<file path="src/rtl/sgmii_an_cfg_rx.sv">
// rtl/sgmii_an_cfg_rx.sv - 1000BASE-X/SGMII auto-negotiation ordered-set receiver
//
// Parses /C1/, /C2/, /I1/ and /I2/ from the decoded 8b/10b code-group stream,
// extracts the 16-bit config word and runs the ability/ack/idle match counters.
//
// Ports:
//   clock_i          125 MHz code-group clock
//   reset_i          asynchronous active-high reset
//   rx_valid_i       rx_data_i/rx_is_k_i carry one code group this cycle
//   rx_data_i        decoded octet
//   rx_is_k_i        1 = control code group
//   cfg_word_o       last complete config word {hi, lo}
//   cfg_strobe_o     one-cycle pulse per complete /C/ set
//   ability_match_o  MATCH_COUNT equal words (ACK bit ignored)
//   ack_match_o      MATCH_COUNT equal words, all with ACK set
//   idle_match_o     IDLE_COUNT consecutive /I/ sets
//   cfg_zero_o       last config word was all zeros
//   sgmii_link_o     bit 15 of last ability-matched word
//   sgmii_speed_o    bits 11:10 of last ability-matched word
//   sgmii_duplex_o   bit 12 of last ability-matched word
//   err_strobe_o     one-cycle pulse on a framing error
//   err_count_o      saturating framing error count
module sgmii_an_cfg_rx #(
  parameter int MATCH_COUNT = 3,
  parameter int IDLE_COUNT  = 3,
  parameter int ERR_CNT_W   = 8
) (
  input  logic                 clock_i,
  input  logic                 reset_i,
  input  logic                 rx_valid_i,
  input  logic [7:0]           rx_data_i,
  input  logic                 rx_is_k_i,
  output logic [15:0]          cfg_word_o,
  output logic                 cfg_strobe_o,
  output logic                 ability_match_o,
  output logic                 ack_match_o,
  output logic                 idle_match_o,
  output logic                 cfg_zero_o,
  output logic                 sgmii_link_o,
  output logic [1:0]           sgmii_speed_o,
  output logic                 sgmii_duplex_o,
  output logic                 err_strobe_o,
  output logic [ERR_CNT_W-1:0] err_count_o
);

  localparam int MCW = $clog2(MATCH_COUNT + 1);
  localparam int ICW = $clog2(IDLE_COUNT + 1);
  localparam logic [MCW-1:0] MATCH_MAX = MCW'(MATCH_COUNT);
  localparam logic [ICW-1:0] IDLE_MAX  = ICW'(IDLE_COUNT);
  localparam logic [15:0]    ACK_MASK  = 16'hBFFF;

  typedef enum logic [1:0] {
    HUNT   = 2'd0,
    COMMA  = 2'd1,
    CFG_LO = 2'd2,
    CFG_HI = 2'd3
  } state_t;

  state_t               state_q, state_d;
  logic [7:0]           lo_q, lo_d;
  logic [15:0]          prev_q, prev_d;
  logic                 prev_valid_q, prev_valid_d;
  logic [MCW-1:0]       ab_cnt_q, ab_cnt_d;
  logic [MCW-1:0]       ack_cnt_q, ack_cnt_d;
  logic [ICW-1:0]       idle_cnt_q, idle_cnt_d;
  logic [15:0]          cfg_word_q, cfg_word_d;
  logic                 cfg_strobe_q, cfg_strobe_d;
  logic                 cfg_zero_q, cfg_zero_d;
  logic                 link_q, link_d;
  logic [1:0]           speed_q, speed_d;
  logic                 duplex_q, duplex_d;
  logic                 err_strobe_q, err_strobe_d;
  logic [ERR_CNT_W-1:0] err_cnt_q, err_cnt_d;

  logic        is_comma, is_c_mark, is_i_mark;
  logic        c_evt, i_evt, err_evt;
  logic [15:0] new_word;

  assign is_comma  = rx_is_k_i && (rx_data_i == 8'hBC);
  assign is_c_mark = !rx_is_k_i && ((rx_data_i == 8'hB5) || (rx_data_i == 8'h42));
  assign is_i_mark = !rx_is_k_i && ((rx_data_i == 8'hC5) || (rx_data_i == 8'h50));
  assign new_word  = {rx_data_i, lo_q};

  always_comb begin
    state_d      = state_q;
    lo_d         = lo_q;
    c_evt        = 1'b0;
    i_evt        = 1'b0;
    err_evt      = 1'b0;
    if (rx_valid_i) begin
      unique case (state_q)
        HUNT: begin
          if (is_comma) state_d = COMMA;
        end
        COMMA: begin
          if (is_c_mark) begin
            state_d = CFG_LO;
          end else begin
            // An erroring K28.5 is consumed here; resync waits for the next one.
            state_d = HUNT;
            if (is_i_mark) i_evt = 1'b1;
            else           err_evt = 1'b1;
          end
        end
        CFG_LO: begin
          if (rx_is_k_i) begin
            state_d = HUNT;
            err_evt = 1'b1;
          end else begin
            lo_d    = rx_data_i;
            state_d = CFG_HI;
          end
        end
        CFG_HI: begin
          state_d = HUNT;
          if (rx_is_k_i) err_evt = 1'b1;
          else           c_evt   = 1'b1;
        end
        default: state_d = HUNT;
      endcase
    end
  end

  always_comb begin
    prev_d       = prev_q;
    prev_valid_d = prev_valid_q;
    ab_cnt_d     = ab_cnt_q;
    ack_cnt_d    = ack_cnt_q;
    idle_cnt_d   = idle_cnt_q;
    cfg_word_d   = cfg_word_q;
    cfg_strobe_d = 1'b0;
    cfg_zero_d   = cfg_zero_q;
    link_d       = link_q;
    speed_d      = speed_q;
    duplex_d     = duplex_q;
    err_strobe_d = 1'b0;
    err_cnt_d    = err_cnt_q;

    if (c_evt) begin
      cfg_word_d   = new_word;
      cfg_strobe_d = 1'b1;
      cfg_zero_d   = (new_word == 16'h0000);
      prev_d       = new_word;
      prev_valid_d = 1'b1;
      idle_cnt_d   = '0;

      // prev_valid_q keeps a first all-zero word from matching the reset value.
      if (prev_valid_q && ((new_word & ACK_MASK) == (prev_q & ACK_MASK)))
        ab_cnt_d = (ab_cnt_q == MATCH_MAX) ? MATCH_MAX : ab_cnt_q + 1'b1;
      else
        ab_cnt_d = MCW'(1);

      if (!new_word[14])
        ack_cnt_d = '0;
      else if (prev_valid_q && (new_word == prev_q))
        ack_cnt_d = (ack_cnt_q == MATCH_MAX) ? MATCH_MAX : ack_cnt_q + 1'b1;
      else
        ack_cnt_d = MCW'(1);

      // SGMII fields capture only on the rising edge of ability_match.
      if ((ab_cnt_d == MATCH_MAX) && (ab_cnt_q != MATCH_MAX)) begin
        link_d   = new_word[15];
        speed_d  = new_word[11:10];
        duplex_d = new_word[12];
      end
    end

    if (i_evt) begin
      idle_cnt_d = (idle_cnt_q == IDLE_MAX) ? IDLE_MAX : idle_cnt_q + 1'b1;
      ab_cnt_d   = '0;
      ack_cnt_d  = '0;
    end

    if (err_evt) begin
      err_strobe_d = 1'b1;
      err_cnt_d    = (&err_cnt_q) ? err_cnt_q : err_cnt_q + 1'b1;
      ab_cnt_d     = '0;
      ack_cnt_d    = '0;
      idle_cnt_d   = '0;
    end
  end

  always_ff @(posedge clock_i or posedge reset_i) begin
    if (reset_i) begin
      state_q      <= HUNT;
      lo_q         <= '0;
      prev_q       <= '0;
      prev_valid_q <= 1'b0;
      ab_cnt_q     <= '0;
      ack_cnt_q    <= '0;
      idle_cnt_q   <= '0;
      cfg_word_q   <= '0;
      cfg_strobe_q <= 1'b0;
      cfg_zero_q   <= 1'b0;
      link_q       <= 1'b0;
      speed_q      <= '0;
      duplex_q     <= 1'b0;
      err_strobe_q <= 1'b0;
      err_cnt_q    <= '0;
    end else begin
      state_q      <= state_d;
      lo_q         <= lo_d;
      prev_q       <= prev_d;
      prev_valid_q <= prev_valid_d;
      ab_cnt_q     <= ab_cnt_d;
      ack_cnt_q    <= ack_cnt_d;
      idle_cnt_q   <= idle_cnt_d;
      cfg_word_q   <= cfg_word_d;
      cfg_strobe_q <= cfg_strobe_d;
      cfg_zero_q   <= cfg_zero_d;
      link_q       <= link_d;
      speed_q      <= speed_d;
      duplex_q     <= duplex_d;
      err_strobe_q <= err_strobe_d;
      err_cnt_q    <= err_cnt_d;
    end
  end

  assign cfg_word_o      = cfg_word_q;
  assign cfg_strobe_o    = cfg_strobe_q;
  assign ability_match_o = (ab_cnt_q == MATCH_MAX);
  assign ack_match_o     = (ack_cnt_q == MATCH_MAX);
  assign idle_match_o    = (idle_cnt_q == IDLE_MAX);
  assign cfg_zero_o      = cfg_zero_q;
  assign sgmii_link_o    = link_q;
  assign sgmii_speed_o   = speed_q;
  assign sgmii_duplex_o  = duplex_q;
  assign err_strobe_o    = err_strobe_q;
  assign err_count_o     = err_cnt_q;

endmodule

</file>
<file path="config.mk">
export PLATFORM = sky130hd
export DESIGN_NAME = sgmii_an_cfg_rx
export DESIGN_NICKNAME = d
export VERILOG_FILES = /design/src/rtl/sgmii_an_cfg_rx.sv
export SDC_FILE = /design/constraint.sdc
export NUM_CORES = 1
export LEC_CHECK = 0
export CAP_MARGIN = 0
export CORE_ASPECT_RATIO = 0.7
export CORE_MARGIN = 1.5
export CORE_UTILIZATION = 40
export CTS_CLUSTER_SIZE = 20
export DETAILED_ROUTE_END_ITERATION = 10
export PLACE_DENSITY_LB_ADDON = 0.25
export REMOVE_ABC_BUFFERS = 1
export SYNTH_ARGS = -nofsm -noshare
export SYNTH_HDL_FRONTEND = slang
export SYNTH_SLANG_ARGS = --single-unit
</file>
<file path="constraint.sdc">
create_clock -name clock_i -period 1.8 [get_ports clock_i]
set_input_delay 0.45 -clock clock_i [delete_from_list [all_inputs] [get_ports clock_i]]
set_output_delay 0.45 -clock clock_i [all_outputs]
set_load 0.1 [all_outputs]
</file>
==> out/qor.yml <==
outcome: "finished with violations"
violations: "setup timing"
yosysUniqueCellTypes: 40
routed_wl_um: 5780
cts_made_buffers: 5
synth-seq-cells: 48
power.leakage_nw: 1.75
critPathBufInv: 1
muxShareOfSynthArea: 0.0730
first_iter_violations: 94
syn_area_um2: 2300
finalHoldViolations: 0
rows: 22
clockBufferDepth: 2
htreeDepth: 2
antennaDiodeCount: 0
worstPathMaxFanout: 4
die_y_um: 66.4
avgRoutedWirePerCell_um: 14.9
nets: 329
dp_hpwl_um: 4200
first_global_vias: 1943
initial_core_util: 0.426
power_density_nw_per_um2: 1250
synthTopCellsByCount: "nand2_1 (53), dfrtp_1 (48), xnor2_1 (19)"
synth.top_cell.area_share: 0.523
die_area_um2: 6210
firstDrtPassIters: 4
power_w: 0.00457
relSlewSlack: 0.782
timing.fmax_mhz: 538
tightestPinTransition_ns: 0.326
post-synth-top-count-cell: "nand2_1"
portBuffers: 45
globalRoute.totalOverflow: 0
final-instance-count-excl-fill: 389
path_cells: "xnor2_1 -> nand4_1 -> nor4_1 -> buf_4 -> nand4b_1 -> mux2_2"
netlist_instances: 222
grt_start_max_net_pins: 49
critical_path.max_stage_delay_ns: 0.40
crit_arrival_ns: 2.06
critPathRequiredTime_ns: 1.99
post-synth-top-area-cell: "dfrtp_1"
drive_gt1_frac: 0.391
hp-class: "input pin to flip-flop"
path_clk_slew_ns: 0.09
fin_skew_ns: 0.00403
synth_compound_area_frac: 0.0698
cts-root-buf: "clkbuf_8"
max_cap_violations: 0
critPathTopFamily: "simple AND/OR/NAND/NOR gates"
tns_ns: -0.212
grt_pass1_wl_um: 9690
rsz0062_at_grt: "yes"
cts_tree: "built"
synth-xor-area-share: 0.0801
route.detailed.drc: 0
ys_async_sr_fraction: 1.00
layout-area-overhead-vs-synth_pct: 59.2
setup_slack_ns: -0.0603
critical_path_class: "flip-flop to flip-flop"
drv_slew: 0
setup_violations: 4
vias: 1974
synth_edf_count: 0
cts_hold_buf: 0
syn_avg_cell_area_um2: 10.3
worstSetupStartpointType: "flip-flop"
fin_crit_sh: 1.03
insertion_delay_ns: 0.30
synth-seq-area-share: 0.523
synth-main-ff-cell: "dfrtp_1"
synth_top_family_by_area: "simple AND/OR/NAND/NOR gates"
antenna_found_initial: 0
synth_area_leaders: "dfrtp_1 (52%), nand2_1 (8.7%), xnor2_1 (7.2%)"
antenna_left: 0
cts_sinks: 48
core_um2: 5400
die_w_um: 93.6
crit_path_end_kind: "flip-flop"
fin_hold_ws_ns: 0.434
drt-vias-per-instance: 5.07
track_usage: 0.208
ys_warn_count: 0
cp_slowest_cell: "dfrtp_1"
dp_cells: 379
io_pins: 46
rrSetupSlack_ns: -0.06
yosys.area_share.adder: 0.00545
gp_congestion: 0.840
synth-simple-area-share: 0.221
ir_worst_vdd_mv: 0.609
min_period_ns: 1.86
-- placed cells by master, fill, tap and decap left out, drive strengths merged, types with 2 or more instances in the layout --
| cell type | instances |
|---|---|
| clkbuf | 7 |
| and3 | 2 |
| xnor2 | 19 |
| and2 | 5 |
| nand4 | 8 |
| and4b | 2 |
| buf | 92 |
| mux2 | 14 |
| nand3 | 2 |
| o21ai | 6 |
| and4 | 2 |
| nor4 | 5 |
| xor2 | 2 |
| nor2 | 8 |
| a21oi | 3 |
| nand2 | 53 |
| dfrtp | 48 |
| nor3 | 3 |
| a31oi | 3 |
| nor4b | 2 |
| inv | 7 |
| nand2b | 4 |
-- per-layer routing --
metal,part of all wire,track usage
met5,0,0
met4,0.012,0.0672
met3,0.057,0.0471
met2,0.44,0.306
met1,0.49,0.303
-- cell families after synthesis --
logic type / after synthesis
flip-flops: 48
multiplexers: 15
AO/OA/AOI/OAI: 21
buffers and inverters: 15
XOR/XNOR: 21
adder cells (fa/ha/maj): 1
AND/OR/NAND/NOR: 101
-- layout make-up --
cell class,count,area (µm²)
clock buffers,7,96.3
clock inverters,1,30.0
repair buffers,95,1140
flip-flops and latches,48,1200
fillers,422,1740
inverters,7,26.3
well taps,72,90.1
multi-input cells,159,1070
-- repair_timing --
action / in CTS / in global routing
resized for setup: 37 / 9
pin swaps: 1 / 4
setup endpoints to repair: 20 / 13
setup buffers: 2 / 0
-- final timing paths --
| check | start | to | cells after the start |
|---|---|---|---|
| setup / recovery | cfg_word_o[0] | sgmii_speed_o[0] | 6 |
| hold / removal | rx_data_i[5] | cfg_word_o[13] | 3 |
| setup reg to reg | cfg_word_o[0] | sgmii_speed_o[0] | 6 |
| hold reg to reg | prev_valid_q | prev_valid_q | 1 |
| max in group asynchronous | reset_i | err_count_o[2] | 3 |
| min in group asynchronous | reset_i | idle_cnt_q[0] | 3 |
-- state kept, by name, summed over array words and instances (netlist names), 2 cells and up --
signal,cells
state_q,2
err_count_o,8
ab_cnt_q,2
cfg_word_o,16
sgmii_speed_o,2
lo_q,8
idle_cnt_q,2
ack_cnt_q,2
-- metrics by stage --
stage / worst slack [ns] / utilization / instance area, µm²
3_5_place_dp: -0.778 / 0.651 / 3510
3_3_place_gp: -0.780 / 0.651 / 3510
6_report: -0.0603 / 0.678 / 3660
5_1_grt: -0.130 / 0.678 / 3660
2_1_floorplan: -0.553 / - / 2260
4_1_cts: -0.0692 / 0.673 / 3630
-- report_power, final --
group | switching [W] | internal, W
sequential | 0.000174 | 0.00129
clock | 0.000365 | 0.000490
combinational | 0.00129 | 0.000957
total | 0.00183 | 0.00274
-- tightest hold or removal path, stage by stage --
cell and delay [ns]:
buf_2 0.15, nand2_1 0.07, nand2_1 0.04
Note: power is estimated with default switching activity, not from simulation.
